--- src/rtl/seq_divider_hs.sv ---
// Multi-cycle restoring divider with start/busy/done handshake and divide-by-zero flag.
// Define SIGNED_DIV_EN to add the signed_mode input and the FIX (sign-correction) state.
module seq_divider_hs #(
  parameter int WIDTH_A = 8,
  parameter int WIDTH_B = 4
) (
  input  logic               clk,
  input  logic               rst_n,
  input  logic               start,
`ifdef SIGNED_DIV_EN
  input  logic               signed_mode,
`endif
  input  logic [WIDTH_A-1:0] A,
  input  logic [WIDTH_B-1:0] B,
  output logic [WIDTH_A-1:0] Q,
  output logic [WIDTH_B-1:0] R,
  output logic               busy,
  output logic               done,
  output logic               dbz
);

  localparam int CNT_W = (WIDTH_A > 1) ? $clog2(WIDTH_A) : 1;
  localparam logic [CNT_W-1:0] LAST = CNT_W'(WIDTH_A - 1);

`ifdef SIGNED_DIV_EN
  typedef enum logic [1:0] {S_IDLE, S_RUN, S_DONE, S_FIX} state_t;
`else
  typedef enum logic [1:0] {S_IDLE, S_RUN, S_DONE} state_t;
`endif

  state_t             state, state_d;
  logic [WIDTH_A-1:0] a_reg;     // remaining dividend; quotient bits fill in from the LSB
  logic [WIDTH_B-1:0] b_reg;
  logic [WIDTH_B-1:0] p;         // stored partial remainder, always < divisor
  logic [CNT_W-1:0]   count;

  logic               accept;
  logic               b_zero;
  logic               last;
  logic [WIDTH_B:0]   p_shift;   // WIDTH_B+1-bit trial remainder
  logic               q_bit;
  logic [WIDTH_B-1:0] p_next;
  logic [WIDTH_A-1:0] q_next;
  logic [WIDTH_A-1:0] a_mag;
  logic [WIDTH_B-1:0] b_mag;

`ifdef SIGNED_DIV_EN
  logic mode_r;
  logic neg_q;
  logic neg_r;
`endif

  assign accept  = start && (state == S_IDLE || state == S_DONE);
  assign b_zero  = (B == '0);
  assign last    = (state == S_RUN) && (count == LAST);
  assign p_shift = {p, a_reg[WIDTH_A-1]};
  assign q_bit   = (p_shift >= {1'b0, b_reg});
  assign p_next  = q_bit ? WIDTH_B'(p_shift - {1'b0, b_reg}) : p_shift[WIDTH_B-1:0];
  assign q_next  = {a_reg[WIDTH_A-2:0], q_bit};

  assign busy = (state == S_RUN);
  assign done = (state == S_DONE);

  // NOTE: every signal driven in always_comb gets a default first so no latch is inferred.
  always_comb begin
    a_mag = A;
    b_mag = B;
`ifdef SIGNED_DIV_EN
    if (signed_mode && A[WIDTH_A-1]) a_mag = -A;
    if (signed_mode && B[WIDTH_B-1]) b_mag = -B;
`endif
  end

  // NOTE: sequential state uses non-blocking assignments so all registers update together.
  always_ff @(posedge clk or negedge rst_n) begin
    if (!rst_n) state <= S_IDLE;
    else        state <= state_d;
  end

  always_comb begin
    state_d = state;
    unique case (state)
      S_IDLE, S_DONE: begin
        if (start)                state_d = b_zero ? S_DONE : S_RUN;
        else if (state == S_DONE) state_d = S_IDLE;
      end
      S_RUN: begin
`ifdef SIGNED_DIV_EN
        if (last) state_d = mode_r ? S_FIX : S_DONE;
`else
        if (last) state_d = S_DONE;
`endif
      end
`ifdef SIGNED_DIV_EN
      S_FIX:   state_d = S_DONE;
`endif
      default: state_d = S_IDLE;
    endcase
  end

  always_ff @(posedge clk or negedge rst_n) begin
    if (!rst_n) begin
      a_reg  <= '0;
      b_reg  <= '0;
      p      <= '0;
      count  <= '0;
      Q      <= '0;
      R      <= '0;
      dbz    <= 1'b0;
`ifdef SIGNED_DIV_EN
      mode_r <= 1'b0;
      neg_q  <= 1'b0;
      neg_r  <= 1'b0;
`endif
    end else if (accept) begin
      a_reg <= a_mag;
      b_reg <= b_mag;
      p     <= '0;
      count <= '0;
      // Divide-by-zero completes immediately from the raw operands; Q/R otherwise hold.
      if (b_zero) begin
        Q   <= '1;
        R   <= A[WIDTH_B-1:0];
        dbz <= 1'b1;
      end
`ifdef SIGNED_DIV_EN
      mode_r <= signed_mode;
      neg_q  <= signed_mode && (A[WIDTH_A-1] ^ B[WIDTH_B-1]);
      neg_r  <= signed_mode && A[WIDTH_A-1];
`endif
    end else if (state == S_RUN) begin
      p     <= p_next;
      a_reg <= q_next;
      count <= count + 1'b1;
      if (last) begin
        Q   <= q_next;
        R   <= p_next;
        dbz <= 1'b0;
      end
`ifdef SIGNED_DIV_EN
    end else if (state == S_FIX) begin
      // Truncation toward zero: quotient sign from operand signs, remainder follows dividend.
      if (neg_q) Q <= -Q;
      if (neg_r) R <= -R;
`endif
    end
  end

endmodule

--- config.mk ---
export PLATFORM = sky130hd
export DESIGN_NAME = seq_divider_hs
export DESIGN_NICKNAME = d
export VERILOG_FILES = /design/src/rtl/seq_divider_hs.sv
export SDC_FILE = /design/constraint.sdc
export NUM_CORES = 1
export LEC_CHECK = 0
export BUFFER_PORTS_ARGS = -buffer_cell sky130_fd_sc_hd__buf_2
export CAP_MARGIN = 20
export CORE_UTILIZATION = 49
export DETAILED_ROUTE_END_ITERATION = 7
export PLACE_DENSITY_LB_ADDON = 0.08
export SETUP_SLACK_MARGIN = 0.15
export SLEW_MARGIN = 25
export SYNTH_ARGS = -nofsm -noshare
export SYNTH_HDL_FRONTEND = slang
export SYNTH_SLANG_ARGS = --single-unit
--- constraint.sdc ---
create_clock -name clk -period 2.3 [get_ports clk]
set_clock_uncertainty 0.15 [all_clocks]
set_input_delay 0 -clock clk [delete_from_list [all_inputs] [get_ports clk]]
set_output_delay 0 -clock clk [all_outputs]
set_load 0.01 [all_outputs]
# Word-level counts from Yosys, hierarchy flattened
# Cells that the tools add are included.
dict set report totals {
  word_cells 51
  input_bits 15
  output_inout_bits 15
  reg_bits 34
}
dict set report op_classes {
  muxes 24
  order_cmp 1
  n_reduce_logical 10
  n_addsub 2
  n_eq_ne 6
}
# cell n
set ops {}
lappend ops {{$mux 8} 6}
lappend ops {{$mux 4} 7}
lappend ops {{$mux 2} 4}
lappend ops {{$mux 3} 2}
lappend ops {{$ge 5x4->1} 1}
lappend ops {{$logic_not 4->1} 1}
lappend ops {{$mux 1} 4}
lappend ops {{$ne 2x1->1 const B} 2}
lappend ops {{$pmux 2 s2} 1}
lappend ops {{$reduce_bool 2->1} 2}
lappend ops {{$sub 4x4->4} 1}
lappend ops {{$add 3x1->3 const B} 1}
lappend ops {{$eq 3x3->1 const B} 1}
lappend ops {{$ne 3x3->1 const B} 1}
lappend ops {{$reduce_and 3->1} 1}
lappend ops {{$eq 2x1->1 const B} 1}
lappend ops {{$eq 2x2->1 const B} 1}
lappend ops {{$logic_and 1x1->1} 2}
lappend ops {{$logic_not 2->1} 1}
lappend ops {{$reduce_and 2->1} 1}
lappend ops {{$reduce_or 2->1} 1}
lappend ops {{$logic_or 1x1->1} 1}

# Longest topological paths before layout
# Gate-level depths: netlist (run 1).
dict set report depth {
  depth_word 5
  mapped_depth 8
  depth_no_buf 7
}

# Least setup slack after synthesis (run 1)
# No wires, ideal clock.
dict set report synth_timing {
  path_kind {reg2reg}
  start {register a_reg[7]}
  end {register p[0]}
  path_stages_with_launch 8
  t_arrival_ps 1945
  setup_time_ps 95
  n_path_buf 0
  setup_slack_ps 109
  synth_period_minus_slack_ps 2191
  t_required_ps 2055
  path_cell_list {dfrtp_1 -> inv_1 -> ha_1 -> nand2b_4 -> a21o_1 -> o41ai_4 -> mux2_2 -> o31ai_1}
}
dict set report synth_via {
  elab_chain_len 4
  word_cells_on_any_way 5
  classes_between {add/sub (1); order compare (1); mux (3)}
}
# item line_no
set synth_lines {}
lappend synth_lines {{start: declaration} 32} ;# logic [WIDTH_A-1:0] a_reg;
lappend synth_lines {{start signal: assignment} 116} ;# a_reg <= a_mag;
lappend synth_lines {{start signal: assignment} 133} ;# a_reg <= q_next;
lappend synth_lines {{$sub 4x4->4 / $ge 5x4->1 (equally long branches)} {58, 57}}
lappend synth_lines {{$mux 4 *} 58} ;# assign p_next = q_bit ? WIDTH_B'(p_shift - {1'b0, b_reg}) : p_shift[WIDTH_B-1:0];
lappend synth_lines {{$mux 4 *} 131} ;# end else if (state == S_RUN) begin
lappend synth_lines {{$mux 4 *} 115} ;# end else if (accept) begin
lappend synth_lines {{end signal: assignment} 132} ;# p <= p_next;
lappend synth_lines {{end: declaration} 34} ;# logic [WIDTH_B-1:0] p;
# Every way passes the cells marked *; elsewhere a longest branch is shown, timed or not. The select of a mux whose other input is x is not followed.
# A chain may end at the register's enable or synchronous reset.

# Worst setup path in the final report (run 1)
dict set report layout_timing {
  start {register b_reg[0]}
  end {register R[1]}
}
dict set report layout_via {
  elab_chain_len 5
  word_cells_on_any_way 6
  classes_between {add/sub (1); order compare (1); mux (4)}
}
# item line_no
set layout_lines {}
lappend layout_lines {{start: declaration} 33} ;# logic [WIDTH_B-1:0] b_reg;
lappend layout_lines {{start signal: assignment} 117} ;# b_reg <= b_mag;
lappend layout_lines {{$sub 4x4->4 / $ge 5x4->1 (equally long branches)} {58, 57}}
lappend layout_lines {{$mux 4 *} 58}
lappend layout_lines {{$mux 4 *} 135} ;# if (last) begin
lappend layout_lines {{$mux 4 *} 131}
lappend layout_lines {{$mux 4 *} 115}
lappend layout_lines {{end signal: assignment} 123} ;# R <= A[WIDTH_B-1:0];
lappend layout_lines {{end signal: assignment} 137} ;# R <= p_next;
lappend layout_lines {{end: declaration} 16} ;# output logic [WIDTH_B-1:0] R,
# Marks and branches as above.

==> run metrics, run 1 <==
DRC viols 0; initial core utilization 0.520; max frequency 464 MHz; hold_sp start; Max FO, Critical Path 5; Area Growth Syn to Fin 36.9%; Detailed Place HPWL between 2000 and 3000 microns; Lkg Pwr roughly 1 nW; Distinct cells, synth 35; DIE WIDTH a little under 60 microns; antenna-violating nets left 0; CORE AREA roughly 0.0031 sq mm; largest net degree at the start of global routing 35; Hold WS roughly 12 ps; Cell Rows 20; Worst EP required approximately 2400 ps; DR vias between 1000 and 1500; leading area contributor after synthesis dfrtp_1; share of layout cells above drive strength 1 0.306; max cap viols 0; met2 Usage GRT 0.396; Worst-Margin Slew approximately 820 ps; pwr dens approximately 1700 mW/mm^2; first-pass GRT wire length around 6200 microns; Setup crit end kind flip-flop; most common cell in the netlist nand2_1; status complete, no violations; DR iter-0 viols 78; I/O pin count 30; fillcell total between 200 and 250; Async S/R FF share, synth 1.00; Max IR drop VDD about 0.83 mV; Final Max Slew Viols 0; final critical-path required period approximately 2200 ps; Pre-Repair DR Iteration Count 4; gr usage total 0.247; top cells by count, synth nand2_1 (36), dfrtp_1 (34), nor2_1 (18); PortBufs 29; Die Y between 50 and 60 microns; met3 GRT Util 0.0393; drt total wl 3870 microns; met1 Usage GRT 0.335; CTS buffer count 5; vias per cell 5.32; Tcrit/Tclk final 0.937; Final Hold Viols 0; Post-synth top flop dfrtp_1; share of the synthesized area in the top cell type 0.531; RSZ-0062 raised after global routing yes; synthesized flop and latch total 34; R2R Path Start b_reg[0]; YS warnings 0; GRT busiest layer met2; vias in the first global route 1279; HP Class input pin to flip-flop; Syn Nets about 190; grt ovf 0; Worst setup startpoint b_reg[0]; Seq/Total Area, Yosys 0.531; WL/cell 14.5 microns; initial antenna violation count 0; largest cells by area after synthesis dfrtp_1 (53%), nand2_1 (8.4%), ha_1 (4.7%), nor2_1 (4.2%), o21ai_0 (2.8%); number of synthesized flops with an enable pin 0; Die ar. 0.00350 sq mm; CTS Sinks 34; Mean Syn Cell Area between 9 and 10 sq um; Rel. slew slack 0.453; CTS root buf clkbuf_4; H-tree depth 2; placer's final routability congestion estimate around 0.9; critical path launch point type flip-flop; Total Nets Final approximately 240; CTS clk-pin slew, worst paths approximately 110 ps; R2R setup slack between 100 and 150 ps; setup TNS 0 ps; setup violators final 0; kind of critical path flip-flop to flip-flop; Mapped Area roughly 0.0016 sq mm; TritonCTS clock tree yes; Clk Latency, worst-skew pair 330 ps; antenna diode instance count 0; WP data arrival between 2000 and 2500 ps; clk buf depth 2; Syn Inst Count approximately 160
## metrics by stage
stage	total power [W]	utilization	setup slack [ps]	std cells	cell area [sq um]
2_1_floorplan	0.00223	-	109	164	1600
3_3_place_gp	0.00272	0.595	137	238	1830
3_5_place_dp	0.00276	0.595	51.8	238	1830
4_1_cts	0.00356	0.696	121	263	2140
5_1_grt	0.00399	0.712	75.5	266	2190
6_report	0.00369	0.712	145	266	2190
## critical path, cell delays in order, from the launching register on
cell and delay [ps]:
dfrtp_1 440, ha_4 290, nand2b_4 110, a21o_1 170
o41ai_4 90, buf_4 160, buf_6 120, or3_2 420
a41oi_2 160
## area by class of cell
cell class                 count  area, sq um  share of cell area
clock buffer                   6         51.3              0.0234
clock inverter                 2         60.1              0.0274
inverter                       7         26.3              0.0120
multi-input combinational    117          764               0.349
sequential                    34          851               0.388
tap                           44         55.1              0.0251
timing repair buffer          56          384               0.175
## cell families (layout without fill, tap and decap cells)
logic type	count (synthesis)	in the layout	synth area share
simple gates	71	71	0.192
compound gates	35	35	0.160
flops	34	34	0.531
buf+inv	13	71	0.0312
fa+ha+maj	7	7	0.0594
mux	3	3	0.0203
xor+xnor	1	1	0.00547
## cell usage in the layout, fill, tap and decap left out, drive strengths merged
| cell type | n |
|---|---|
| a21o | 1 |
| a21oi | 4 |
| a22o | 2 |
| a31o | 1 |
| a31oi | 6 |
| a32o | 1 |
| a41oi | 2 |
| buf | 43 |
| bufinv | 2 |
| clkbuf | 6 |
| dfrtp | 34 |
| dlygate4sd3 | 13 |
| fa | 1 |
| ha | 6 |
| inv | 7 |
| mux2 | 2 |
| mux2i | 1 |
| nand2 | 37 |
| nand2b | 2 |
| nand3 | 6 |
| nor2 | 18 |
| nor2b | 1 |
| nor3 | 3 |
| nor4 | 1 |
| o211ai | 1 |
| o21ai | 9 |
| o22a | 4 |
| o22ai | 1 |
| o31a | 1 |
| o31ai | 1 |
| o41ai | 1 |
| or3 | 3 |
| xnor2 | 1 |
## where the power goes
part	switching [W]	total, W	internal (W)	leakage, nW
clock	0.000202	0.000570	0.000368	0.0585
combinational	0.000996	0.00202	0.00102	0.549
sequential	0.000206	0.00110	0.000895	0.402
## per-layer routing
| metal | vias up | wire length, microns |
|---|---|---|
| met3 | 7 | 133 |
| met5 | - | 0 |
| met1 | 691 | 1860 |
| met2 | 37 | 1820 |
| li1 | 680 | - |
| met4 | 0 | 48 |
## final timing paths
| check | endpoint | depth (start not counted) |
|---|---|---|
| max | R[1] | 8 |
| min | a_reg[7] | 4 |
| max reg2reg | R[1] | 8 |
| min reg2reg | Q[4] | 1 |
| max in group asynchronous | p[2] | 2 |
| min in group asynchronous | a_reg[2] | 2 |
## what timing repair did
| action | 4_1_cts | 5_1_grt |
|---|---|---|
| buffers inserted | 4 | 3 |
| endpoints found under the setup margin | 4 | 6 |
| endpoints found under the hold margin | 52 | 0 |
| hold buffers | 13 | 0 |
| resized for setup | 8 | 4 |
| pin swaps | 5 | 4 |
| cloned | 0 | 0 |
No activity file was read; power rests on OpenSTA's default activity.
==> inputs of run 2 (changes only) <==
Settings changed: CORE_ASPECT_RATIO set to 1.1.
==> run 2 against run 1 <==
Compared with the run above: sequential power about the same; power down 7.3%; flip-flop and latch count unchanged; die area about the same; via count down 0.14%; non-clock buffer count unchanged; largest cell class unchanged; highest routed layer unchanged.
==> run metrics, run 2 (same netlist as run 1, synthesis figures left out) <==
vias in the first global route 1391 (was 1279); max cap viols 0 (unchanged); Final Hold Viols 0 (unchanged); H-tree depth 2 (unchanged); Pre-Repair DR Iteration Count 4 (unchanged); Setup crit end kind flip-flop (unchanged); antenna-violating nets left 0 (unchanged); Lkg Pwr 0.981 nW (was 1.01 nW); DIE WIDTH 56.5 microns (was 59.2 microns); Die ar. 0.00350 sq mm (about the same); WL/cell 15.4 microns (was 14.5 microns); Rel. slew slack 0.437 (was 0.453); placer's final routability congestion estimate 0.833 (was 0.879); CORE AREA 0.00307 sq mm (was 0.00308 sq mm); vias per cell 5.54 (was 5.32); Final Core Density 0.684 (was 0.712); Max FO, Critical Path 4 (was 5); most frequent cells in the layout nand2_1 (36), dfrtp_1 (34), buf_2 (29) (unchanged); met1 Usage GRT 0.294 (was 0.335); CTS Sinks 34 (unchanged); pwr dens 1630 mW/mm^2 (was 1680 mW/mm^2); Total Nets Final 243 (unchanged); I/O pin count 30 (unchanged); Tcrit/Tclk final 0.920 (was 0.937); WP data arrival 2240 ps (was 2270 ps); setup TNS 0 ps (unchanged); Worst-Margin Slew 841 ps (was 817 ps); Die Y 62.0 microns (was 59.2 microns); PortBufs 29 (unchanged); Clk Latency, worst-skew pair 340 ps (was 330 ps); RSZ-0062 raised after global routing yes (unchanged); met3 GRT Util 0.0621 (was 0.0393); CP delay by family, top compound AO/OA/AOI/OAI gates (was simple AND/OR/NAND/NOR gates); TritonCTS clock tree yes (unchanged); DR vias 1413 (was 1415); GRT busiest layer met2 (unchanged); Final Max Slew Viols 0 (unchanged); clk buf depth 2 (unchanged); CTS buffer count 5 (unchanged); first-pass GRT wire length 6350 microns (was 6220 microns); initial antenna violation count 0 (unchanged); Area Growth Syn to Fin 31.3% (was 36.9%); antenna diode instance count 0 (unchanged); drt total wl 3930 microns (was 3870 microns); DRC viols 0 (unchanged); crit path max-delay cell type dfrtp_1 (unchanged); Worst EP required 2420 ps (about the same); Hold WS 54.7 ps (was 12.0 ps); met2 Usage GRT 0.427 (was 0.396); CTS clk-pin slew, worst paths 100 ps (was 110 ps); critical path launch point type flip-flop (unchanged); max frequency 473 MHz (was 464 MHz); DR iter-0 viols 55 (was 78); grt ovf 0 (unchanged); largest net degree at the start of global routing 35 (unchanged); Buf+Inv Stages, Crit Path 2 (unchanged); Cell Rows 21 (was 20); CTS root buf clkbuf_4 (unchanged); final critical-path required period 2120 ps (was 2160 ps); initial core utilization 0.521 (was 0.520); Crit path largest cell delay 410 ps (was 440 ps); kind of critical path flip-flop to flip-flop (unchanged); Detailed Place HPWL 2710 microns (was 2630 microns); Max IR drop VDD 1.08 mV (was 0.827 mV); crit path cell chain inv_2 > ha_4 > nand2b_4 > a21o_1 > o41ai_4 > buf_4 > mux2i_1 > a32o_1 (was ha_4 > nand2b_4 > a21o_1 > o41ai_4 > buf_4 > buf_6 > or3_2 > a41oi_2); share of layout cells above drive strength 1 0.281 (was 0.306); status complete, no violations (unchanged); setup violators final 0 (unchanged); overall power 0.00342 W (was 0.00369 W); most common cell after layout, fill and taps aside nand2_1 (unchanged); HP Class input pin to flip-flop (unchanged); fillcell total 259 (was 247); gr usage total 0.246 (was 0.247)
[run 2: timing repair]
item / CTS / global route
setup buffers: 5 / 2
resized for setup: 4 / 5
endpoints found under the hold margin: 52 / 0
endpoints found under the setup margin: 4 / 6
pin swaps: 4 / 1
hold buffers: 13 / 0
[run 2: layout make-up]
type / instances / area (sq um) / share of cell area
flip-flops and latches: 34 / 851 / 0.405
multi-input cells: 117 / 758 / 0.360
repair buffers: 56 / 380 / 0.181
clock buffers: 7 / 45.0 / 0.0214
well taps: 34 / 42.5 / 0.0202
inverters: 7 / 26.3 / 0.0125
[run 2: layer usage]
| layer | wire (microns) | vias up | share of wire |
|---|---|---|---|
| met5 | 0 | - | 0 |
| met4 | 76 | 0 | 0.019 |
| met3 | 144 | 7 | 0.037 |
| met2 | 1940 | 36 | 0.49 |
| met1 | 1780 | 691 | 0.45 |
| li1 | - | 679 | - |
[run 2: final timing paths]
kind / from / to / slack, ps / cells after the start
hold / removal: start / b_reg[0] / 50 / 5
setup reg to reg: a_reg[7] / p[1] / 180 / 8
setup / recovery: a_reg[7] / p[1] / 180 / 8
min in group asynchronous: rst_n / b_reg[3] / 90 / 2
hold reg to reg: Q[4] / Q[4] / 340 / 1
max in group asynchronous: rst_n / a_reg[3] / 1430 / 2
[run 2: worst min-delay path, delay by kind of cell]
family / cells / cell delay, ps
buf+inv: 2 / 260
simple gates: 3 / 230
[run 2: power by group]
group | switching, W | internal (W) | total [W]
clock network | 0.000192 | 0.000115 | 0.000308
logic | 0.000993 | 0.00101 | 0.00201
registers | 0.000208 | 0.000896 | 0.00110
[run 2: metrics by stage]
step	cells	instance area (sq um)	setup WS [ps]
CTS	253	2050	129
global placement	228	1820	178
global route	255	2100	66.9
floorplan	164	1600	109
finish	255	2100	185
detailed placement	228	1820	65.8
==> inputs of run 3 (changes only) <==
Clock period 2.3 ns to 2.6 ns, I/O delays scaled along.
==> run 3 against run 2 <==
Compared with the run above: sequential share of layout area is 2.2 points higher; cell count is 3.1% lower; non-clock buffer count is 9 lower; critical path depth is 1 lower; cell area is 5.2% lower; clock-buffer cell count stayed put; utilization is 3.6 points lower; sequential power is 12% lower; wire length is 3.8% lower; clock power hardly changed; global-route usage is 0.65 points lower; via count is 3.1% lower.
==> run metrics, run 3 (same netlist as run 1, synthesis figures left out) <==
status complete, no violations (unchanged); R2R setup slack 400 ps (was 180 ps); H-tree depth 2 (unchanged); Post-CTS Resized 0 (was 4); RSZ-0062 raised after global routing no (was yes); TritonCTS clock tree yes (unchanged); Cell Rows 21 (unchanged); CORE AREA 0.00307 sq mm (unchanged); Die ar. 0.00350 sq mm (unchanged); DRC viols 0 (unchanged); Total Nets Final 234 (was 243); vias per cell 5.54 (about the same); first-pass GRT wire length 6140 microns (was 6350 microns); max cap viols 0 (unchanged); drt total wl 3780 microns (was 3930 microns); Worst EP required 2690 ps (was 2420 ps); Setup crit end kind flip-flop (unchanged); grt ovf 0 (unchanged); Lkg Pwr 0.936 nW (was 0.981 nW); Pre-Repair DR Iteration Count 4 (unchanged); final critical-path required period 2200 ps (was 2120 ps); kind of critical path flip-flop to flip-flop (unchanged); gr usage total 0.239 (was 0.246); pre-CTS setup slack 424 ps (was 65.8 ps); clk buf depth 2 (unchanged); DIE WIDTH 56.5 microns (unchanged); WL/cell 15.3 microns (was 15.4 microns); max frequency 456 MHz (was 473 MHz); critical path launch point type flip-flop (unchanged); Clk Latency, worst-skew pair 330 ps (was 340 ps); HP Class input pin to asynchronous set/reset pin (was input pin to flip-flop); CTS root buf clkbuf_4 (unchanged); CTS clk-pin slew, worst paths 110 ps (was 100 ps); Detailed Place HPWL 2630 microns (was 2710 microns); CTS buffer count 5 (unchanged); I/O pin count 30 (unchanged); Rel. slew slack 0.459 (was 0.437); antenna diode instance count 0 (unchanged); Tcrit/Tclk final 0.844 (was 0.920); Max FO, Critical Path 7 (was 4); Final Max Slew Viols 0 (unchanged); WP data arrival 2290 ps (was 2240 ps); Worst-Margin Slew 808 ps (was 841 ps); placer's final routability congestion estimate 0.844 (was 0.833); Max IR drop VDD 0.763 mV (was 1.08 mV); overall power 0.00275 W (was 0.00342 W); setup TNS 0 ps (unchanged); initial antenna violation count 0 (unchanged); vias in the first global route 1382 (was 1391); Final Hold Viols 0 (unchanged); antenna-violating nets left 0 (unchanged); share of layout cells above drive strength 1 0.230 (was 0.281); DR vias 1369 (was 1413); final setup margin 405 ps (was 185 ps); PortBufs 29 (unchanged); most common cell after layout, fill and taps aside nand2_1 (unchanged); largest net degree at the start of global routing 35 (unchanged); initial core utilization 0.521 (unchanged); DR iter-0 viols 47 (was 55); Die Y 62.0 microns (unchanged); Reg2Reg Depth 7 (was 8); terminus of the critical flop-to-flop path R[0] (was p[1]); CTS Sinks 34 (unchanged); Area Growth Syn to Fin 24.5% (was 31.3%); R2R Path Start p[1] (was a_reg[7]); pwr dens 1380 mW/mm^2 (was 1630 mW/mm^2); setup violators final 0 (unchanged); most frequent cells in the layout nand2_1 (36), dfrtp_1 (34), buf_2 (29) (unchanged)
-- run 3: through the flow --
stage	utilization	instances	hold slack (ps)	instance area (sq um)
after floorplan	-	164	-446	1600
after global placement	0.586	226	-41.7	1800
after detailed placement	0.586	226	-41.2	1800
after CTS	0.648	247	81.9	1990
after global routing	0.648	247	112	1990
final	0.648	247	106	1990
-- run 3: power breakdown --
group / leakage [nW] / internal (W) / total (W) / switching, W
clock: 0.0353 / 0.000131 / 0.000307 / 0.000176
sequential: 0.402 / 0.000792 / 0.000965 / 0.000172
combinational: 0.499 / 0.000679 / 0.00148 / 0.000801
total: 0.936 / 0.00160 / 0.00275 / 0.00115
-- run 3: worst max-delay path by stage --
stage          cells past startpoint    to  startpoint  slack [ps]
3_3_place_gp                       8  p[1]    a_reg[7]         490
2_1_floorplan                      7  p[0]    a_reg[7]         410
4_1_cts                            8  R[0]    a_reg[7]         400
3_5_place_dp                       8  p[1]    a_reg[7]         420
6_report                           7  R[0]        p[1]         400
5_1_grt                            8  p[1]    a_reg[7]         270
-- run 3: timing repair --
item / 4_1_cts / 5_1_grt
buffers inserted: 0 / 0
hold buffers: 13 / 0
hold endpoints to repair: 52 / 0
-- run 3: area by class of cell --
cell class	count	area, sq um
Inverter	7	26.3
Sequential cell	34	851
Tap cell	34	42.5
Fill cell	268	1080
Timing Repair Buffer	47	313
Multi-Input combinational cell	117	701
Clock buffer	7	55.1
Clock inverter	1	5.00
-- run 3: layer usage --
metal / GRT usage / wire length, microns
met5: 0 / 0
met1: 0.269 / 1640
met4: 0.0976 / 49
met3: 0.0745 / 142
met2: 0.432 / 1950
-- run 3: worst max-delay path, cell delays in order (launching register included) --
cell	delay (ps)
dfrtp_1	410
ha_1	380
o21ai_0	110
nand2_1	130
o41ai_4	100
buf_4	180
or3_2	410
a41oi_1	230
